--- config.mk ---
export PLATFORM = sky130hd
export DESIGN_NAME = ram_burst_reader
export DESIGN_NICKNAME = d
export VERILOG_FILES = /design/src/rtl/ram_burst_reader.sv
export SDC_FILE = /design/constraint.sdc
export NUM_CORES = 1
export LEC_CHECK = 0
export BUFFER_PORTS_ARGS = -buffer_cell sky130_fd_sc_hd__buf_2
export CAP_MARGIN = 0
export CORE_MARGIN = 2
export CORE_UTILIZATION = 35
export DETAILED_ROUTE_END_ITERATION = 10
export PLACE_DENSITY_LB_ADDON = 0.3
export SETUP_SLACK_MARGIN = 0.05
export SLEW_MARGIN = 10
export SYNTH_ARGS = -nofsm -noshare
export SYNTH_HDL_FRONTEND = slang
export SYNTH_SLANG_ARGS = --single-unit
export TNS_END_PERCENT = 1
--- constraint.sdc ---
create_clock -name clk -period 2.3 [get_ports clk]
set_clock_uncertainty 0.15 [all_clocks]
set_input_delay 0.23 -clock clk [delete_from_list [all_inputs] [get_ports clk]]
set_output_delay 0.23 -clock clk [all_outputs]
set_load 0.005 [all_outputs]
--- src/rtl/ram_burst_reader.sv ---
// Burst read sequencer for the single-port RAM: issues one read per cycle under credit and streams words out with a last marker.
// Optional even-parity output m_parity is enabled by defining RAM_BURST_READER_PARITY_EN.
module ram_burst_reader #(
    parameter int DATA_WIDTH = 8,
    parameter int ADDR_WIDTH = 6,
    parameter int FIFO_DEPTH = 4
) (
    input  logic                  clk,
    input  logic                  rst,
    input  logic                  start,
    input  logic [ADDR_WIDTH-1:0] start_addr,
    input  logic [ADDR_WIDTH:0]   length,
    output logic                  busy,
    output logic                  done,
    output logic [ADDR_WIDTH-1:0] ram_addr,
    input  logic [DATA_WIDTH-1:0] ram_q,
    output logic                  m_valid,
    input  logic                  m_ready,
    output logic [DATA_WIDTH-1:0] m_data,
    output logic                  m_last
`ifdef RAM_BURST_READER_PARITY_EN
    ,
    output logic                  m_parity
`endif
);

    localparam int PW = $clog2(FIFO_DEPTH);
    localparam int CW = PW + 1;
    localparam int LW = ADDR_WIDTH + 1;

    typedef enum logic [1:0] {
        IDLE  = 2'd0,
        READ  = 2'd1,
        DRAIN = 2'd2
    } state_t;

    state_t                  state_q, state_d;
    logic [LW-1:0]           issue_cnt_q, issue_cnt_d;
    logic [LW-1:0]           beat_cnt_q, beat_cnt_d;
    logic [ADDR_WIDTH-1:0]   addr_q, addr_d;
    logic                    s1_vld_q, s1_vld_d, s1_last_q, s1_last_d;
    logic                    s2_vld_q, s2_vld_d, s2_last_q, s2_last_d;
    logic                    busy_q, busy_d;
    logic                    done_q, done_d;
    logic [PW-1:0]           wr_ptr_q, wr_ptr_d;
    logic [PW-1:0]           rd_ptr_q, rd_ptr_d;
    logic [CW-1:0]           cnt_q, cnt_d;
    logic [FIFO_DEPTH-1:0][DATA_WIDTH-1:0] buf_dat_q, buf_dat_d;
    logic [FIFO_DEPTH-1:0]   buf_last_q, buf_last_d;
`ifdef RAM_BURST_READER_PARITY_EN
    logic [FIFO_DEPTH-1:0]   buf_par_q, buf_par_d;
`endif

    logic [CW:0] occ;
    logic        credit_ok;
    logic        push;
    logic        pop;

    assign m_valid  = (cnt_q != '0);
    assign m_data   = buf_dat_q[rd_ptr_q];
    assign m_last   = m_valid & buf_last_q[rd_ptr_q];
    assign ram_addr = addr_q;
    assign busy     = busy_q;
    assign done     = done_q;
`ifdef RAM_BURST_READER_PARITY_EN
    assign m_parity = buf_par_q[rd_ptr_q];
`endif

    always_comb begin
        state_d     = state_q;
        issue_cnt_d = issue_cnt_q;
        beat_cnt_d  = beat_cnt_q;
        addr_d      = addr_q;
        s1_vld_d    = 1'b0;
        s1_last_d   = 1'b0;
        s2_vld_d    = s1_vld_q;
        s2_last_d   = s1_last_q;
        busy_d      = busy_q && !done_q;
        done_d      = 1'b0;
        wr_ptr_d    = wr_ptr_q;
        rd_ptr_d    = rd_ptr_q;
        cnt_d       = cnt_q;
        buf_dat_d   = buf_dat_q;
        buf_last_d  = buf_last_q;
`ifdef RAM_BURST_READER_PARITY_EN
        buf_par_d   = buf_par_q;
`endif

        // Credit covers buffered words plus reads still in the address and RAM register stages.
        occ       = {1'b0, cnt_q} + (CW+1)'(s1_vld_q) + (CW+1)'(s2_vld_q);
        credit_ok = (occ < (CW+1)'(FIFO_DEPTH));
        push      = s2_vld_q;
        pop       = m_valid && m_ready;

        if (pop && beat_cnt_q != '0) begin
            beat_cnt_d = beat_cnt_q - LW'(1);
        end

        case (state_q)
            IDLE: begin
                if (start && !busy_q) begin
                    if (length != '0) begin
                        // Loading the address is the first issued read.
                        state_d     = READ;
                        addr_d      = start_addr;
                        issue_cnt_d = length - LW'(1);
                        beat_cnt_d  = length;
                        s1_vld_d    = 1'b1;
                        s1_last_d   = (length == LW'(1));
                        busy_d      = 1'b1;
                    end else begin
                        done_d = 1'b1;
                    end
                end
            end
            READ: begin
                if (issue_cnt_q == '0) begin
                    state_d = DRAIN;
                end else if (credit_ok) begin
                    addr_d      = addr_q + ADDR_WIDTH'(1);
                    issue_cnt_d = issue_cnt_q - LW'(1);
                    s1_vld_d    = 1'b1;
                    s1_last_d   = (issue_cnt_q == LW'(1));
                end
            end
            DRAIN: begin
                if (pop && beat_cnt_q == LW'(1)) begin
                    state_d = IDLE;
                    done_d  = 1'b1;
                end
            end
            default: state_d = IDLE;
        endcase

        if (push) begin
            buf_dat_d[wr_ptr_q]  = ram_q;
            buf_last_d[wr_ptr_q] = s2_last_q;
`ifdef RAM_BURST_READER_PARITY_EN
            buf_par_d[wr_ptr_q]  = ^ram_q;
`endif
            wr_ptr_d = wr_ptr_q + PW'(1);
        end
        if (pop) begin
            rd_ptr_d = rd_ptr_q + PW'(1);
        end
        case ({push, pop})
            2'b10:   cnt_d = cnt_q + CW'(1);
            2'b01:   cnt_d = cnt_q - CW'(1);
            default: cnt_d = cnt_q;
        endcase
    end

    always_ff @(posedge clk) begin
        if (!rst) begin
            state_q     <= IDLE;
            issue_cnt_q <= '0;
            beat_cnt_q  <= '0;
            addr_q      <= '0;
            s1_vld_q    <= 1'b0;
            s1_last_q   <= 1'b0;
            s2_vld_q    <= 1'b0;
            s2_last_q   <= 1'b0;
            busy_q      <= 1'b0;
            done_q      <= 1'b0;
            wr_ptr_q    <= '0;
            rd_ptr_q    <= '0;
            cnt_q       <= '0;
            buf_dat_q   <= '0;
            buf_last_q  <= '0;
`ifdef RAM_BURST_READER_PARITY_EN
            buf_par_q   <= '0;
`endif
        end else begin
            state_q     <= state_d;
            issue_cnt_q <= issue_cnt_d;
            beat_cnt_q  <= beat_cnt_d;
            addr_q      <= addr_d;
            s1_vld_q    <= s1_vld_d;
            s1_last_q   <= s1_last_d;
            s2_vld_q    <= s2_vld_d;
            s2_last_q   <= s2_last_d;
            busy_q      <= busy_d;
            done_q      <= done_d;
            wr_ptr_q    <= wr_ptr_d;
            rd_ptr_q    <= rd_ptr_d;
            cnt_q       <= cnt_d;
            buf_dat_q   <= buf_dat_d;
            buf_last_q  <= buf_last_d;
`ifdef RAM_BURST_READER_PARITY_EN
            buf_par_q   <= buf_par_d;
`endif
        end
    end

endmodule

### After elaboration in Yosys (flattened, before gate mapping)

Index checks and enable logic that the tools add are counted.
Widths: inputs -> output; s select.

| word-level totals | value |
|---|---|
| bits in registers | 71 |
| bits of input ports | 25 |
| output and inout bits | 18 |

| operators by class | value |
|---|---|
| add/sub/neg operators | 10 |
| magnitude comparators | 4 |
| equality and inequality tests | 13 |
| multiplexer cells | 47 |
| bitwise logic cells | 1 |
| reduce and logical (&&, ||, !) cells | 17 |

Operators by type and width:

| operator | count |
|---|---|
| $mux 7 | 8 |
| $bwmux 32 | 1 |
| $mux 6 | 4 |
| $eq 7x1->1 const B | 3 |
| $sub 7x1->7 const B | 3 |
| $bmux 8 s2 | 1 |
| $demux 8 s2 | 1 |
| $mux 1 | 16 |
| $mux 8 | 2 |
| $pmux 7 s2 | 1 |
| $reduce_bool 7->1 | 2 |
| $ne 2x2->1 const B | 6 |
| $pmux 6 s2 | 1 |
| $mux 2 | 4 |
| $logic_not 7->1 | 1 |
| $add 6x1->6 const B | 1 |
| $logic_and 1x1->1 | 6 |
| $lt 2x3->1 const B | 2 |
| $pmux 1 s2 | 3 |
| $pmux 2 s3 | 1 |
| $pmux 3 s2 | 1 |
| $reduce_and 5->1 | 1 |
| $add 2x1->2 const B | 2 |
| $add 3x1->4 | 1 |
| 16 further kinds | 20 |

### Depth between registers and ports, before layout

| depth | value |
|---|---|
| depth in word-level cells | 7 |
| depth in mapped cells | 9 |
| depth with buffers taken out | 8 |

### Least setup slack after synthesis

Ideal clock, no wire load.

| path | value |
|---|---|
| path type | register to register |
| from | register s2_vld_q (netlist: push) |
| to | register cnt_q[2] |
| arrival | 1.875 ns |
| slack | 0.199 ns |
| stages on the path, launching flop included | 10 |
| cells stage by stage | dfxtp_1 clkbuf_1 clkbuf_1 inv_1 ha_1 inv_1 fa_1 xor2_1 or3_1 a21boi_0 |

| between the ends | value |
|---|---|
| longest elaborated chain between the ends | 2 |

Ends and longest elaborated chain:

| what | line | source |
|---|---|---|
| start, declared | 42 | `logic s2_vld_q, s2_vld_d, s2_last_q, s2_last_d;` |
| start signal, assigned | 180 | `s2_vld_q <= s2_vld_d;` |
| $eq 2x1->1 or $eq 2x2->1 (tied branches) | 146 | `case ({push, pop})` |
| $pmux 3 s2 or $reduce_bool 2->1 (tied branches) | -- |  |
| end signal, assigned | 186 | `cnt_q <= cnt_d;` |
| end, declared | 47 | `logic [CW-1:0] cnt_q, cnt_d;` |

Parallel ways exist; a longest one is shown, timed or not.
A chain may end at the register's enable or synchronous reset.

### Final worst setup path

| path | value |
|---|---|
| from | register cnt_q[0] |
| to | register issue_cnt_q[2] |

| between the ends | value |
|---|---|
| longest elaborated chain between the ends | 5 |

Ends and longest elaborated chain:

| what | line | source |
|---|---|---|
| $add 3x1->4 | 90 | `occ = {1'b0, cnt_q} + (CW+1)'(s1_vld_q) + (CW+1)'(s2_vld_q);` |
| $add 4x1->4 | 90 |  |
| $lt 4x3->1 | 91 | `credit_ok = (occ < (CW+1)'(FIFO_DEPTH));` |
| $ne 2x2->1 (no line) | -- |  |
| $reduce_and 5->1 (no line) | -- |  |
| end signal, assigned | 175 | `issue_cnt_q <= issue_cnt_d;` |
| end, declared | 38 | `logic [LW-1:0] issue_cnt_q, issue_cnt_d;` |

Every way passes these cells.

==> flow_summary_export.csv <==
group,metric,value,unit
run_status,status,"completed",
die,io_pins,43,
yosys,synth_edf_count,0,
timing,hold_viol,0,
yosys,ys_seq_area_frac,0.387,
worst_setup_path,critPathMaxFanout,16,
finish,syn_to_final_growth,17.2,%
power,p_comb_frac,0.320,
worst_setup_path,cpPeakStageDelay,0.41,ns
route,drtIter0Drc,116,
grt,grt_pass1_vias,3082,
power,ir_drop,323,uV
route,drt-total-wl,8300,um
yosys,synthDistinctLibCells,47,
yosys,synth_area_leaders,"dfxtp_1 (39%), nand2_1 (8.1%), a21boi_0 (7.6%)",
worst_setup_path,critPathKind,"register to register",
yosys,ys_warn_count,0,
hold_path,hold_class,"primary input to register",
timing,finalCritPeriodShare,0.913,
yosys,async_flop_share,0,
grt,grt_use_met1,0.188,
grt,use_met2,0.270,
yosys,synth.net_count,464,
grt,antenna_found_initial,0,
finish,drive_above_1_share,0.202,
worst_setup_path,cp_slowest_cell,"dfxtp_1",
placement,port_buffers,42,
timing,min_period,2.10,ns
timing,setup_viol,0,
power,p_clk_frac,0.263,
clock_tree,clk_pin_slew,0.07,ns
placement,routabilityCongestion,0.826,
finish,fin_cells,612,
timing,setup_ws,0.199,ns
clock_tree,worstSkewPairLatency,0.34,ns
clock_tree,cts-root-buf,"clkbuf_8",
yosys,netlist_instances,424,
clock_tree,cts_resized,0,
timing,slew_violations,0,
power,seqPwrFrac,0.417,
worst_setup_path,crit_required,2.36,ns
die,core_area,10200,um2
yosys,syn_area,3670,um2
yosys,synth_area_leader_cell,"dfxtp_1",
clock_tree,cts_sinks,71,
placement,place_ws,0.132,ns
timing,finalHoldWorstSlack,0.0204,ns
timing,max_freq,476,MHz
clock_tree,clk_path_buf_depth,2,
power,p_int,2.41,mW
worst_setup_path,critPathLaunchType,"register",
grt,grt_usage,0.156,
route,route.detailed.drc,0,
grt,grt_use_met3,0.0454,
power,p_per_area,843,nW/um2
die,die_height,106,um
die,die_area,11300,um2
grt,overflow,0,
yosys,avgSynthCellArea,8.66,um2
clock_tree,cts_buffers,9,
finish,nets,512,
route,vias,3068,
finish,final_area,4300,um2
worst_setup_path,worstPathCellList,"ha_1 > a21o_1 > a21oi_1 > a31oi_4 > buf_12 > buf_4 > o211ai_1 > o21ai_0",
job,cap_viol_max_count,0,
worst_setup_path,end_kind,"register",
timing,tns,0,ns
clock_tree,cts_tree,"built",
power,p_sw_frac,0.335,
route,ant_nets,0,
timing,tightestPinTransition,0.524,ns
placement,dpl_cell_area,4090,um2
power,p_sw,1.21,mW
finish,diodes,0,
yosys,synth_top_area_share,0.387,
timing,rsz0062_at_grt,"false",
placement,placed_cells,595,
grt,grt_max_degree,46,
die,start_util,0.359,
clock_tree,htreeDepth,3,
route,wl_per_cell,13.6,um
die,die-width,106,um
route,dr.pass1.iters,4,
worst_setup_path,cp_data_arrival_time,2.17,ns
route,vias_per_cell,5.01,
yosys,synthFlopType,"dfxtp_1",
grt,top_usage_layer,"met2",
yosys,yosys_register_bits,71,
power,cellLeakagePower,1.62,nW
placement,hpwlAfterDp,5820,um
die,fp-row-count,37,
timing,slew_headroom,0.650,
grt,grt_pass1_wl,14300,um
-- power by group through the flow --
stage | Combinational (mW) | Clock, mW | Sequential, mW
5_1_grt | 1.30 | 1.04 | 1.54
2_1_floorplan | 0.830 | 0 | 1.51
6_report | 1.16 | 0.954 | 1.51
3_3_place_gp | 1.11 | 0 | 1.54
4_1_cts | 1.14 | 0.995 | 1.51
3_5_place_dp | 1.13 | 0 | 1.54
-- path summary, 6_finish.rpt --
check | start | end | slack, ns | depth (start not counted)
max | cnt_q[0] | issue_cnt_q[2] | 0.20 | 8
min | length[5] | beat_cnt_q[5] | 0.02 | 3
min reg2reg | s1_last_q | s2_last_q | 0.28 | 1
max reg2reg | cnt_q[0] | issue_cnt_q[2] | 0.20 | 8
-- layout by cell type (no fill, tap or decap), types with 4 or more instances in the layout --
cell	synthesis	layout
clkbuf_8	0	9
a21oi_1	12	12
nand2_1	79	79
nand3_1	41	41
inv_1	13	13
nor3b_1	5	5
buf_4	0	17
xnor2_1	5	5
a21boi_0	37	37
and2_1	10	10
xor2_1	10	10
o31ai_1	4	4
nor2_1	18	18
nor3_1	10	10
buf_2	4	42
nor2b_1	4	4
ha_1	14	14
dfxtp_1	71	71
mux4_2	9	9
o21ai_0	14	14
-- flip-flops by register name (all words and copies together), names as in the netlist --
name	cells
buf_dat_q	32
beat_cnt_q	7
issue_cnt_q	7
ram_addr	6
buf_last_q	4
cnt_q	3
rd_ptr_q	2
state_q	2
wr_ptr_q	2
busy	1
done	1
push	1
s1_last_q	1
s1_vld_q	1
s2_last_q	1
-- kinds of logic (layout without fill, tap and decap cells) --
family,Yosys count,after routing,share of synthesized area
AND/OR/NAND/NOR,182,182,0.240
flip-flops,71,71,0.387
multiplexers,11,11,0.0607
buffers and inverters,38,90,0.0443
AO/OA/AOI/OAI,92,92,0.179
adder cells (fa/ha/maj),15,15,0.0532
XOR/XNOR,15,15,0.0358
-- synth_stat cells (2+ instances only) --
master and n:
buf_6 2, and2_1 10, nor3b_1 5, a21oi_1 12, buf_2 4, nand3b_1 2
buf_1 3, o211ai_1 3, a21boi_0 37, a21boi_1 3, o31ai_1 4, nand2_1 79
o21ai_0 14, inv_1 13, mux2i_1 2, nand3_1 41, xnor2_1 5, o221a_2 2
o21a_1 3, xor2_1 10, nor3_1 10, o22ai_1 3, nor2_1 18, ha_1 14
a211o_1 2, or3_1 3, clkbuf_1 16, nor2b_1 4, mux4_2 9, a21boi_2 2
nand2b_1 2, a21o_1 2, dfxtp_1 71
-- final cells by class --
type,count,area [um2]
multi-input cells,315,2090
clock buffers,9,124
clock inverters,6,62.6
flip-flops and latches,71,1420
inverters,13,48.8
fillers,1031,5930
well taps,136,170
repair buffers,62,388
-- routing by layer --
metal  vias up  share of wire
li1       1562              -
met1      1454           0.46
met2        48           0.49
met3         4          0.038
met4         0         0.0048
met5         -              0
-- worst max-delay path: cells and delay by family (launching register included) --
kind	cells	cell delay [ns]
fa+ha+maj	1	0.26
buf+inv	2	0.30
compound gates	5	0.86
flops	1	0.41
-- timing repair --
item | CTS | global route
endpoints found under the setup margin | 0 | 8
hold buffers | 1 | 0
setup buffers | 0 | 1
endpoints found under the hold margin | 1 | 0
-- through the flow --
step	power (mW)	util
finish	3.63	0.420
CTS	3.65	0.418
detailed placement	2.67	0.399
global route	3.88	0.420
floorplan	2.34	-
global placement	2.65	0.399
No activity file was read; power rests on OpenSTA's default activity.
